**src/rtl/stopwatch_pkg.sv**
```systemverilog
// Shared types and constants for the MM:SS BCD stopwatch core.
// Latency: n/a (types only); backpressure: n/a.
package stopwatch_pkg;

  typedef enum logic [1:0] {
    RUN   = 2'd0,
    PAUSE = 2'd1,
    ADJ   = 2'd2
  } sw_state_t;

  localparam int MIN_TENS_W = 4;
  localparam int MIN_ONES_W = 4;
  localparam int SEC_TENS_W = 3;
  localparam int SEC_ONES_W = 4;
  localparam int SEC_MOD    = 60;

endpackage

```
**src/rtl/stopwatch_if.sv**
```systemverilog
// Tick/control inputs and display-side outputs of the stopwatch core.
// Latency: n/a (wiring only); backpressure: none, strobes are fire-and-forget.
interface stopwatch_if;
  import stopwatch_pkg::*;

  logic                  tick_1hz;
  logic                  tick_2hz;
  logic                  tick_4hz;
  logic                  pause_p;
  logic                  clr_p;
  logic                  adj;
  logic                  sel;
  logic [MIN_TENS_W-1:0] min_tens;
  logic [MIN_ONES_W-1:0] min_ones;
  logic [SEC_TENS_W-1:0] sec_tens;
  logic [SEC_ONES_W-1:0] sec_ones;
  logic                  blank_min;
  logic                  blank_sec;
  logic                  rollover;

  modport master (
    output tick_1hz, tick_2hz, tick_4hz, pause_p, clr_p, adj, sel,
    input  min_tens, min_ones, sec_tens, sec_ones, blank_min, blank_sec, rollover
  );

  modport slave (
    input  tick_1hz, tick_2hz, tick_4hz, pause_p, clr_p, adj, sel,
    output min_tens, min_ones, sec_tens, sec_ones, blank_min, blank_sec, rollover
  );

endinterface

```
**src/rtl/stopwatch_bcd_mod_counter.sv**
```systemverilog
// Two-digit BCD counter modulo MOD with clear priority; wrap = inc at MOD-1 (combinational from state).
// Latency: digits update on the edge that samples inc/clr; backpressure: none.
module bcd_mod_counter #(
  parameter int MOD    = 60,
  parameter int TENS_W = 4
) (
  input  logic              clk,
  input  logic              rst,
  input  logic              inc,
  input  logic              clr,
  output logic [TENS_W-1:0] tens,
  output logic [3:0]        ones,
  output logic              wrap
);

  localparam logic [TENS_W-1:0] TOP_TENS = TENS_W'((MOD - 1) / 10);
  localparam logic [3:0]        TOP_ONES = 4'((MOD - 1) % 10);
  localparam logic [TENS_W-1:0] ONE_T    = TENS_W'(1);

  logic at_top;

  assign at_top = (tens == TOP_TENS) && (ones == TOP_ONES);
  assign wrap   = inc && at_top;

  always_ff @(posedge clk or negedge rst) begin
    if (!rst) begin
      tens <= '0;
      ones <= '0;
    end else if (clr) begin
      tens <= '0;
      ones <= '0;
    end else if (inc) begin
      if (at_top) begin
        tens <= '0;
        ones <= '0;
      end else if (ones == 4'd9) begin
        ones <= '0;
        tens <= tens + ONE_T;
      end else begin
        ones <= ones + 4'd1;
      end
    end
  end

endmodule

```
**src/rtl/stopwatch_core.sv**
```systemverilog
// MM:SS BCD stopwatch with RUN/PAUSE/ADJ modes and adjust blink; STOPWATCH_SAT_STOP_EN stops at the top count.
// Latency: strobe at edge N shows in registered outputs after edge N; backpressure: none.
module stopwatch_core
  import stopwatch_pkg::*;
#(
  parameter int MIN_MOD = 60
) (
  input  logic       clk,
  input  logic       rst,
  stopwatch_if.slave sw
);

`ifdef STOPWATCH_SAT_STOP_EN
  localparam bit SAT_EN = 1'b1;
`else
  localparam bit SAT_EN = 1'b0;
`endif

  localparam logic [MIN_TENS_W-1:0] MT_TOP = MIN_TENS_W'((MIN_MOD - 1) / 10);
  localparam logic [MIN_ONES_W-1:0] MO_TOP = MIN_ONES_W'((MIN_MOD - 1) % 10);

  sw_state_t             state, state_nx;
  logic                  paused, paused_nx;
  logic                  blink, blink_nx;
  logic                  blank_min_nx, blank_sec_nx;
  logic                  blank_min_q, blank_sec_q, rollover_q;
  logic                  sat_hit;

  logic [MIN_TENS_W-1:0] min_tens;
  logic [MIN_ONES_W-1:0] min_ones;
  logic [SEC_TENS_W-1:0] sec_tens;
  logic [SEC_ONES_W-1:0] sec_ones;
  logic                  sec_wrap, min_wrap;
  logic                  sec_inc, min_inc, roll_nx;
  logic                  min_top, at_top, pre_top;

  assign min_top = (min_tens == MT_TOP) && (min_ones == MO_TOP);
  assign at_top  = min_top && (sec_tens == 3'd5) && (sec_ones == 4'd9);
  assign pre_top = min_top && (sec_tens == 3'd5) && (sec_ones == 4'd8);

  // In saturating builds the top count freezes: the tick is swallowed instead of wrapping.
  assign sec_inc = ((state == RUN) && sw.tick_1hz && !(SAT_EN && at_top)) ||
                   ((state == ADJ) && sw.tick_2hz && sw.sel);
  assign min_inc = ((state == RUN) && sec_wrap) ||
                   ((state == ADJ) && sw.tick_2hz && !sw.sel);
  assign roll_nx = (state == RUN) && !sw.clr_p && sec_wrap && min_wrap;

  bcd_mod_counter #(.MOD(SEC_MOD), .TENS_W(SEC_TENS_W)) u_sec (
    .clk  (clk),
    .rst  (rst),
    .inc  (sec_inc),
    .clr  (sw.clr_p),
    .tens (sec_tens),
    .ones (sec_ones),
    .wrap (sec_wrap)
  );

  bcd_mod_counter #(.MOD(MIN_MOD), .TENS_W(MIN_TENS_W)) u_min (
    .clk  (clk),
    .rst  (rst),
    .inc  (min_inc),
    .clr  (sw.clr_p),
    .tens (min_tens),
    .ones (min_ones),
    .wrap (min_wrap)
  );

  always_comb begin
    state_nx     = state;
    paused_nx    = paused ^ sw.pause_p;
    sat_hit      = SAT_EN && (state == RUN) && !sw.clr_p &&
                   (at_top || (sw.tick_1hz && pre_top));
    if (sat_hit) begin
      paused_nx = 1'b1;
    end
    if (sw.adj) begin
      state_nx = ADJ;
    end else if (paused_nx) begin
      state_nx = PAUSE;
    end else begin
      state_nx = RUN;
    end
    // Blink restarts from 0 on every entry into ADJ.
    blink_nx     = ((state == ADJ) && (state_nx == ADJ)) ? (blink ^ sw.tick_4hz) : 1'b0;
    blank_min_nx = (state_nx == ADJ) && blink_nx && !sw.sel;
    blank_sec_nx = (state_nx == ADJ) && blink_nx && sw.sel;
  end

  always_ff @(posedge clk or negedge rst) begin
    if (!rst) begin
      state       <= RUN;
      paused      <= 1'b0;
      blink       <= 1'b0;
      blank_min_q <= 1'b0;
      blank_sec_q <= 1'b0;
      rollover_q  <= 1'b0;
    end else begin
      state       <= state_nx;
      paused      <= paused_nx;
      blink       <= blink_nx;
      blank_min_q <= blank_min_nx;
      blank_sec_q <= blank_sec_nx;
      rollover_q  <= roll_nx;
    end
  end

  assign sw.min_tens  = min_tens;
  assign sw.min_ones  = min_ones;
  assign sw.sec_tens  = sec_tens;
  assign sw.sec_ones  = sec_ones;
  assign sw.blank_min = blank_min_q;
  assign sw.blank_sec = blank_sec_q;
  assign sw.rollover  = rollover_q;

endmodule

```
**src/flat_wrapper.sv**
```systemverilog
// flat-port wrapper written by rule: the top's interface ports become plain ports
module stopwatch_core_flat import stopwatch_pkg::*;
#(
  parameter int MIN_MOD = 60
)
  (clk, rst, sw_tick_1hz, sw_tick_2hz, sw_tick_4hz, sw_pause_p, sw_clr_p, sw_adj, sw_sel, sw_min_tens, sw_min_ones, sw_sec_tens, sw_sec_ones, sw_blank_min, sw_blank_sec, sw_rollover);
  stopwatch_if sw_i ();
  input  logic clk;
  input  logic rst;
  input wire logic [$bits(sw_i.tick_1hz)-1:0] sw_tick_1hz;
  input wire logic [$bits(sw_i.tick_2hz)-1:0] sw_tick_2hz;
  input wire logic [$bits(sw_i.tick_4hz)-1:0] sw_tick_4hz;
  input wire logic [$bits(sw_i.pause_p)-1:0] sw_pause_p;
  input wire logic [$bits(sw_i.clr_p)-1:0] sw_clr_p;
  input wire logic [$bits(sw_i.adj)-1:0] sw_adj;
  input wire logic [$bits(sw_i.sel)-1:0] sw_sel;
  output wire logic [$bits(sw_i.min_tens)-1:0] sw_min_tens;
  output wire logic [$bits(sw_i.min_ones)-1:0] sw_min_ones;
  output wire logic [$bits(sw_i.sec_tens)-1:0] sw_sec_tens;
  output wire logic [$bits(sw_i.sec_ones)-1:0] sw_sec_ones;
  output wire logic [$bits(sw_i.blank_min)-1:0] sw_blank_min;
  output wire logic [$bits(sw_i.blank_sec)-1:0] sw_blank_sec;
  output wire logic [$bits(sw_i.rollover)-1:0] sw_rollover;
  assign sw_i.tick_1hz = sw_tick_1hz;
  assign sw_i.tick_2hz = sw_tick_2hz;
  assign sw_i.tick_4hz = sw_tick_4hz;
  assign sw_i.pause_p = sw_pause_p;
  assign sw_i.clr_p = sw_clr_p;
  assign sw_i.adj = sw_adj;
  assign sw_i.sel = sw_sel;
  assign sw_min_tens = sw_i.min_tens;
  assign sw_min_ones = sw_i.min_ones;
  assign sw_sec_tens = sw_i.sec_tens;
  assign sw_sec_ones = sw_i.sec_ones;
  assign sw_blank_min = sw_i.blank_min;
  assign sw_blank_sec = sw_i.blank_sec;
  assign sw_rollover = sw_i.rollover;
  stopwatch_core #(.MIN_MOD(MIN_MOD)) u_core (.clk(clk), .rst(rst), .sw(sw_i));
endmodule
```
**config.mk**
```make
export PLATFORM = sky130hd
export DESIGN_NAME = stopwatch_core_flat
export DESIGN_NICKNAME = d
export VERILOG_FILES = /design/src/rtl/stopwatch_pkg.sv /design/src/rtl/stopwatch_if.sv /design/src/rtl/stopwatch_bcd_mod_counter.sv /design/src/rtl/stopwatch_core.sv /design/src/flat_wrapper.sv
export SDC_FILE = /design/constraint.sdc
export NUM_CORES = 1
export LEC_CHECK = 0
export ABC_AREA = 0
export BUFFER_PORTS_ARGS = -buffer_cell sky130_fd_sc_hd__buf_2
export CAP_MARGIN = 20
export CORE_ASPECT_RATIO = 0.8
export CORE_MARGIN = 5
export CORE_UTILIZATION = 50
export CTS_CLUSTER_DIAMETER = 80
export DETAILED_ROUTE_END_ITERATION = 7
export HOLD_SLACK_MARGIN = 0.02
export PLACE_DENSITY = 0.77
export SYNTH_ARGS = -nofsm -noshare
export SYNTH_HDL_FRONTEND = slang
export SYNTH_HIERARCHICAL = 1
export SYNTH_SLANG_ARGS = --single-unit
```
**constraint.sdc**
```tcl
create_clock -name clk -period 3.2 [get_ports clk]
set_input_delay 0.16 -clock clk [delete_from_list [all_inputs] [get_ports clk]]
set_output_delay 0.16 -clock clk [all_outputs]
set_load 0.05 [all_outputs]
```
==> run metrics, run 1 <==
Max Cap Viol=0; FP Rows=15; routed via count=911; area of all placed cells without fillers=1390 sq um; remaining global-route overflow=0; die extent in y=53.1 um; area of the mapped netlist=1160 sq um; ratio of final minimum period to clock period=75.0%; I/O pin count=27; Leak Pwr=0.731 nW; transition time at the pin with the least slew margin=0.488 ns; DRC violations left=0; top cells by instance count after synthesis=22 x sky130_fd_sc_hd__dfrtp_1, 10 x sky130_fd_sc_hd__a21oi_1, 10 x sky130_fd_sc_hd__nor2_1; Clock Root Buffer=sky130_fd_sc_hd__clkbuf_4; clock network latency to the later pin of the worst-skew pair=0.31 ns; number of enable-type register cells in the synthesized netlist=0; number of pins exceeding their max-slew limit in the final report=0; routed vias/inst=5.46; pwr/cell area=400 nW/um^2; synth top area cells=sky130_fd_sc_hd__dfrtp_1 48%, sky130_fd_sc_hd__ha_1 8.6%, sky130_fd_sc_hd__a21oi_1 4.3%; number of global-route vias before repair=909; number of buffers created by CTS=3; Post-CTS Setup Inserts=0; Fin Hold WS=0.198 ns; most used standard cell by instance count after synthesis=sky130_fd_sc_hd__dfrtp_1; worst min-delay path category=input port to flip-flop; placeable core area=2180 sq um; final estimated routing congestion in global placement=0.836; Crit Path Category=flip-flop to flip-flop; synthesized instance count=109; Routed wire per std cell=14.0 um; Final Hold Violating Endpoints=0; number of port buffers=26; Max rail drop VDD=0.275 mV; Req. time, crit path=3.41 ns; total die area=3390 sq um; largest net degree at the start of global routing=23; mean area per synthesized cell=10.6 sq um; status=completed; final antenna-violating net count=0; cell taking the most area after synthesis=sky130_fd_sc_hd__dfrtp_1; asr flop ratio synth=100%; Yosys Warn Count=6; flip-flop and latch count after synthesis=22; highest clock frequency the design can meet=417 MHz; headroom to the max-slew limit=67.5%; clock sink count=22; Detailed Routing Iterations Pass 1=4; number of endpoints failing setup at the final stage=0; register area share after synthesis=47.5%; number of antenna violations at the first check in global routing=0; first-pass GRT wire length=4.05 mm; fraction of final layout cells sized beyond drive strength 1=23.2%; global router's overall resource usage=15.2%; area fraction of the dominant cell type after synthesis=47.5%; startpoint class of the critical path=flip-flop; kind of end point of the critical path=flip-flop; Diodes inserted=0; Clock H-tree levels=1; unique cell type count in the Yosys netlist=28; HPWL after detailed placement=1.69 mm; setup tns final=0 ns; crit-path max FO=8; layout-stage area growth over the synthesis result=19.5%; Die X=63.8 um; Worst Path Arrival=2.61 ns; most instantiated flip-flop cell in the synthesis netlist=sky130_fd_sc_hd__dfrtp_1; starting density of the core=53.2%; # fillers=181; clock tree from TritonCTS=built; minimum period implied by the final worst setup slack=2.40 ns; RSZ-0062 raised after global routing=false; Placed Area=1310 sq um; Final Net Count=160; Clk pin slew, worst setup/hold paths=0.13 ns; number of nets in the synthesized netlist=126; wire length reported by the detailed router=2.33 mm; worst setup skew after layout=0.00959 ns; CTS Buffer Depth=2; Initial DRC Count=21
timing repair:
item	4_1_cts	5_1_grt
setup endpoints to repair	0	0
hold buffers	4	0
resized for setup	0	0
hold endpoints to repair	26	0
power by group:
part | total, mW | internal [mW] | switching (mW) | leakage (nW)
Sequential | 0.310 | 0.295 | 0.0150 | 0.300
Combinational | 0.0887 | 0.0307 | 0.0580 | 0.410
Clock | 0.155 | 0.0695 | 0.0855 | 0.0210
registers in the layout, summed over array words and instances, names as in the netlist:
name,cells
u_core/sw.blank_sec,1
u_core/blink,1
u_core/u_min/ones,4
u_core/sw.blank_min,1
u_core/u_sec/tens,3
u_core/u_sec/ones,4
u_core/u_min/tens,4
u_core/sw.rollover,1
u_core/state,2
u_core/paused,1
kinds of logic after synthesis:
kind of cell | Yosys count | synth area share, %
AOI/OAI and AO/OA | 23 | 13.2
adders and majority gates | 8 | 8.64
buffers and inverters | 8 | 3.24
xor gates and xnor gates | 5 | 3.78
DFF | 22 | 47.5
and+or+nand+nor | 43 | 23.6
per-stage QoR:
step                      setup WS [ns]  util (%)  power (mW)  instances
after floorplan                   0.939         -       0.373        109
after global placement            0.998      60.1       0.396        159
after detailed placement          0.827      60.1       0.400        159
after CTS                         0.772      63.6       0.561        167
after global routing              0.546      63.6       0.585        167
final                             0.801      63.6       0.553        167
cell usage in the layout (no fill, tap or decap):
master and count:
sky130_fd_sc_hd__dlygate4sd3_1 4, sky130_fd_sc_hd__a32o_1 2, sky130_fd_sc_hd__ha_1 8, sky130_fd_sc_hd__a211o_1 1
sky130_fd_sc_hd__xnor2_1 1, sky130_fd_sc_hd__nor4_1 2, sky130_fd_sc_hd__o2111ai_1 1, sky130_fd_sc_hd__nor2b_1 3
sky130_fd_sc_hd__clkbuf_8 1, sky130_fd_sc_hd__inv_1 7, sky130_fd_sc_hd__nand2b_1 2, sky130_fd_sc_hd__dfrtp_1 22
sky130_fd_sc_hd__nand3b_1 3, sky130_fd_sc_hd__a21boi_0 1, sky130_fd_sc_hd__buf_2 26, sky130_fd_sc_hd__o32ai_1 1
sky130_fd_sc_hd__o211ai_1 1, sky130_fd_sc_hd__clkbuf_4 3, sky130_fd_sc_hd__o41ai_2 1, sky130_fd_sc_hd__nand4b_4 2
sky130_fd_sc_hd__or3b_1 4, sky130_fd_sc_hd__xor2_1 4, sky130_fd_sc_hd__o21ai_0 4, sky130_fd_sc_hd__and3b_1 1
sky130_fd_sc_hd__o21ai_1 1, sky130_fd_sc_hd__nor3_1 3, sky130_fd_sc_hd__a21oi_1 10, sky130_fd_sc_hd__nor2_1 10
sky130_fd_sc_hd__nand3_1 2, sky130_fd_sc_hd__nand2_1 9, sky130_fd_sc_hd__and4b_1 2
cell type report:
class | count | area, sq um | area share [%]
clock buffer | 4 | 36.3 | 2.62
timing repair buffer | 30 | 170 | 12.3
inverter | 7 | 26.3 | 1.90
multi-input combinational | 79 | 571 | 41.2
sequential | 22 | 551 | 39.7
tap | 25 | 31.3 | 2.26
metal layers:
layer	wire length, um	part of all wire (%)	vias to the layer above	GRT usage, %
met3	103	4.4	2	4.46
li1	-	-	458	-
met5	0	0	-	0
met4	12	0.51	0	3.11
met2	1140	49	17	26.8
met1	1080	46	434	18.6
final timing paths:
kind | start | to | slack, ns | cells past startpoint
min in group asynchronous | rst | u_core/paused | 0.32 | 2
worst max-delay path | u_core/state[0] | u_core/u_min/tens[3] | 0.80 | 9
worst min-delay path | sw_tick_4hz | u_core/blink | 0.20 | 3
worst min register to register | u_core/paused | u_core/paused | 0.47 | 1
max in group asynchronous | rst | u_core/u_sec/ones[2] | 2.54 | 2
worst max register to register | u_core/state[0] | u_core/u_min/tens[3] | 0.80 | 9
critical path: stages, from the launching register on:
cell	delay, ns
sky130_fd_sc_hd__dfrtp_1	0.44
sky130_fd_sc_hd__nor2b_1	0.18
sky130_fd_sc_hd__a32o_1	0.37
sky130_fd_sc_hd__nand4b_4	0.17
sky130_fd_sc_hd__nor2_1	0.16
sky130_fd_sc_hd__a32o_1	0.25
sky130_fd_sc_hd__nand4b_4	0.16
sky130_fd_sc_hd__nand2_1	0.16
sky130_fd_sc_hd__nand2_1	0.10
sky130_fd_sc_hd__o41ai_2	0.29
Power figures use the tool's default switching activity.
==> inputs of run 2 (changes only) <==
==> constraint.sdc (replaced) <==
create_clock -name clk -period 2.25 [get_ports clk]
set_input_delay 0.1125 -clock clk [delete_from_list [all_inputs] [get_ports clk]]
set_output_delay 0.1125 -clock clk [all_outputs]
set_load 0.05 [all_outputs]
==> run metrics, run 2 (synthesis results as in run 1) <==
HPWL after detailed placement=1.82 mm; Detailed Routing Iterations Pass 1=4; placeable core area=2180 sq um; clock sink count=22; Initial DRC Count=23; # fillers=190; sequential power share=50.5%; number of endpoints failing setup at the final stage=0; final antenna-violating net count=0; Clock H-tree levels=1; Clk pin slew, worst setup/hold paths=0.12 ns; commonest non-fill, non-tap cells in the layout=26 x sky130_fd_sc_hd__buf_2, 21 x sky130_fd_sc_hd__dfrtp_1, 10 x sky130_fd_sc_hd__a21oi_1, 9 x sky130_fd_sc_hd__nor2_1, 9 x sky130_fd_sc_hd__nand2_1; global router's overall resource usage=15.4%; number of pins exceeding their max-slew limit in the final report=0; number of buffers created by CTS=3; die extent in y=53.1 um; met3 capacity usage during global routing=4.88%; layout-stage area growth over the synthesis result=22.8%; Req. time, crit path=2.47 ns; number of global-route vias before repair=872; kind of end point of the critical path=flip-flop; headroom to the max-slew limit=68.1%; CTS Buffer Depth=2; clock tree from TritonCTS=built; RSZ-0062 raised after global routing=false; routed vias/inst=5.60; clock network latency to the later pin of the worst-skew pair=0.31 ns; number of antenna violations at the first check in global routing=0; switching power as a share of total power=25.7%; largest net degree at the start of global routing=23; FP Rows=15; worst setup skew after layout=0.00708 ns; net load switching power=0.225 mW; setup tns final=0 ns; status=completed; Final Net Count=162; met2 usage=26.3%; minimum period implied by the final worst setup slack=2.06 ns; Post-CTS Setup Inserts=0; Top Registers=u_core/u_min/ones: 4 flops, u_core/u_min/tens: 4 flops, u_core/u_sec/ones: 4 flops; Worst Path Arrival=2.28 ns; wire length reported by the detailed router=2.40 mm; crit-path max FO=5; transition time at the pin with the least slew margin=0.478 ns; pwr/cell area=613 nW/um^2; DRC violations left=0; number of port buffers=26; ratio of final minimum period to clock period=91.8%; routed via count=947; Clock Root Buffer=sky130_fd_sc_hd__clkbuf_4; Routed wire per std cell=14.2 um; starting density of the core=53.2%; Diodes inserted=0; post-layout total power=0.872 mW; Max rail drop VDD=0.604 mV; total die area=3390 sq um; fraction of final layout cells sized beyond drive strength 1=27.1%; Int Power=0.648 mW; Die X=63.8 um; I/O pin count=27; Crit Path Category=flip-flop to flip-flop; layer carrying the most global-route usage=met2; most common cell after layout, fill and taps aside=sky130_fd_sc_hd__buf_2; Leak Pwr=0.757 nW; register-to-register setup slack=0.19 ns; highest clock frequency the design can meet=484 MHz; worst min-delay path category=input port to flip-flop; GR met1 Demand/Resource=19.1%; startpoint class of the critical path=flip-flop; fraction of power consumed by the clock network=34.2%; post-layout util=65.3%; first-pass GRT wire length=4.04 mm; Final Hold Violating Endpoints=0; remaining global-route overflow=0; final estimated routing congestion in global placement=0.799; Max Cap Viol=0; combinational fraction of design power=15.3%
run 2: final timing paths:
path | startpoint | cells past startpoint | endpoint
hold reg to reg | u_core/paused | 1 | u_core/paused
hold / removal | sw_tick_4hz | 3 | u_core/sw.blank_min
min in group asynchronous | rst | 2 | u_core/u_min/ones[1]
setup reg to reg | u_core/state[0] | 9 | u_core/u_min/tens[3]
setup / recovery | u_core/state[0] | 9 | u_core/u_min/tens[3]
max in group asynchronous | rst | 2 | u_core/u_sec/ones[0]
run 2: final cells by class:
class / instances / area [sq um] / area share (%)
Inverter: 7 / 26.3 / 1.85
Tap cell: 25 / 31.3 / 2.20
Multi-Input combinational cell: 79 / 576 / 40.5
Clock buffer: 3 / 22.5 / 1.58
Clock inverter: 1 / 30.0 / 2.11
Sequential cell: 22 / 552 / 38.8
Timing Repair Buffer: 32 / 185 / 13.0
run 2: what timing repair did:
item	CTS	global route
resized for setup	0	3
endpoints found under the setup margin	0	3
hold endpoints to repair	26	0
hold buffers	4	0
run 2: layer usage:
metal	routed length, um	vias to the layer above
met1	1090	454
met3	119	2
met5	0	-
met2	1180	28
met4	14	0
li1	-	463
run 2: worst max-delay path, stage by stage (launching register included):
cell and delay (ns):
sky130_fd_sc_hd__dfrtp_1 0.44, sky130_fd_sc_hd__nor2b_1 0.17, sky130_fd_sc_hd__a32o_2 0.24, sky130_fd_sc_hd__nand4b_4 0.12
sky130_fd_sc_hd__nor2_2 0.15, sky130_fd_sc_hd__a32o_2 0.20, sky130_fd_sc_hd__nand4b_4 0.14, sky130_fd_sc_hd__nand2_1 0.15
sky130_fd_sc_hd__nand2_1 0.10, sky130_fd_sc_hd__o41ai_2 0.27
run 2: power groups by stage:
stage / registers, mW / logic (mW) / clock network (mW)
after floorplan: 0.470 / 0.0602 / 0
after global placement: 0.447 / 0.122 / 0
after detailed placement: 0.448 / 0.126 / 0
after CTS: 0.440 / 0.132 / 0.309
after global routing: 0.443 / 0.146 / 0.323
final: 0.440 / 0.133 / 0.299
run 2: stage by stage:
| step | area (sq um) | setup slack, ns | hold slack (ns) | std cells |
|---|---|---|---|---|
| floorplan | 1160 | 0.0724 | -0.183 | 109 |
| global placement | 1330 | 0.217 | 0.0942 | 161 |
| detailed placement | 1330 | 0.125 | 0.102 | 161 |
| CTS | 1420 | 0.0815 | 0.145 | 169 |
| global route | 1420 | 0.0158 | 0.165 | 169 |
| finish | 1420 | 0.186 | 0.169 | 169 |
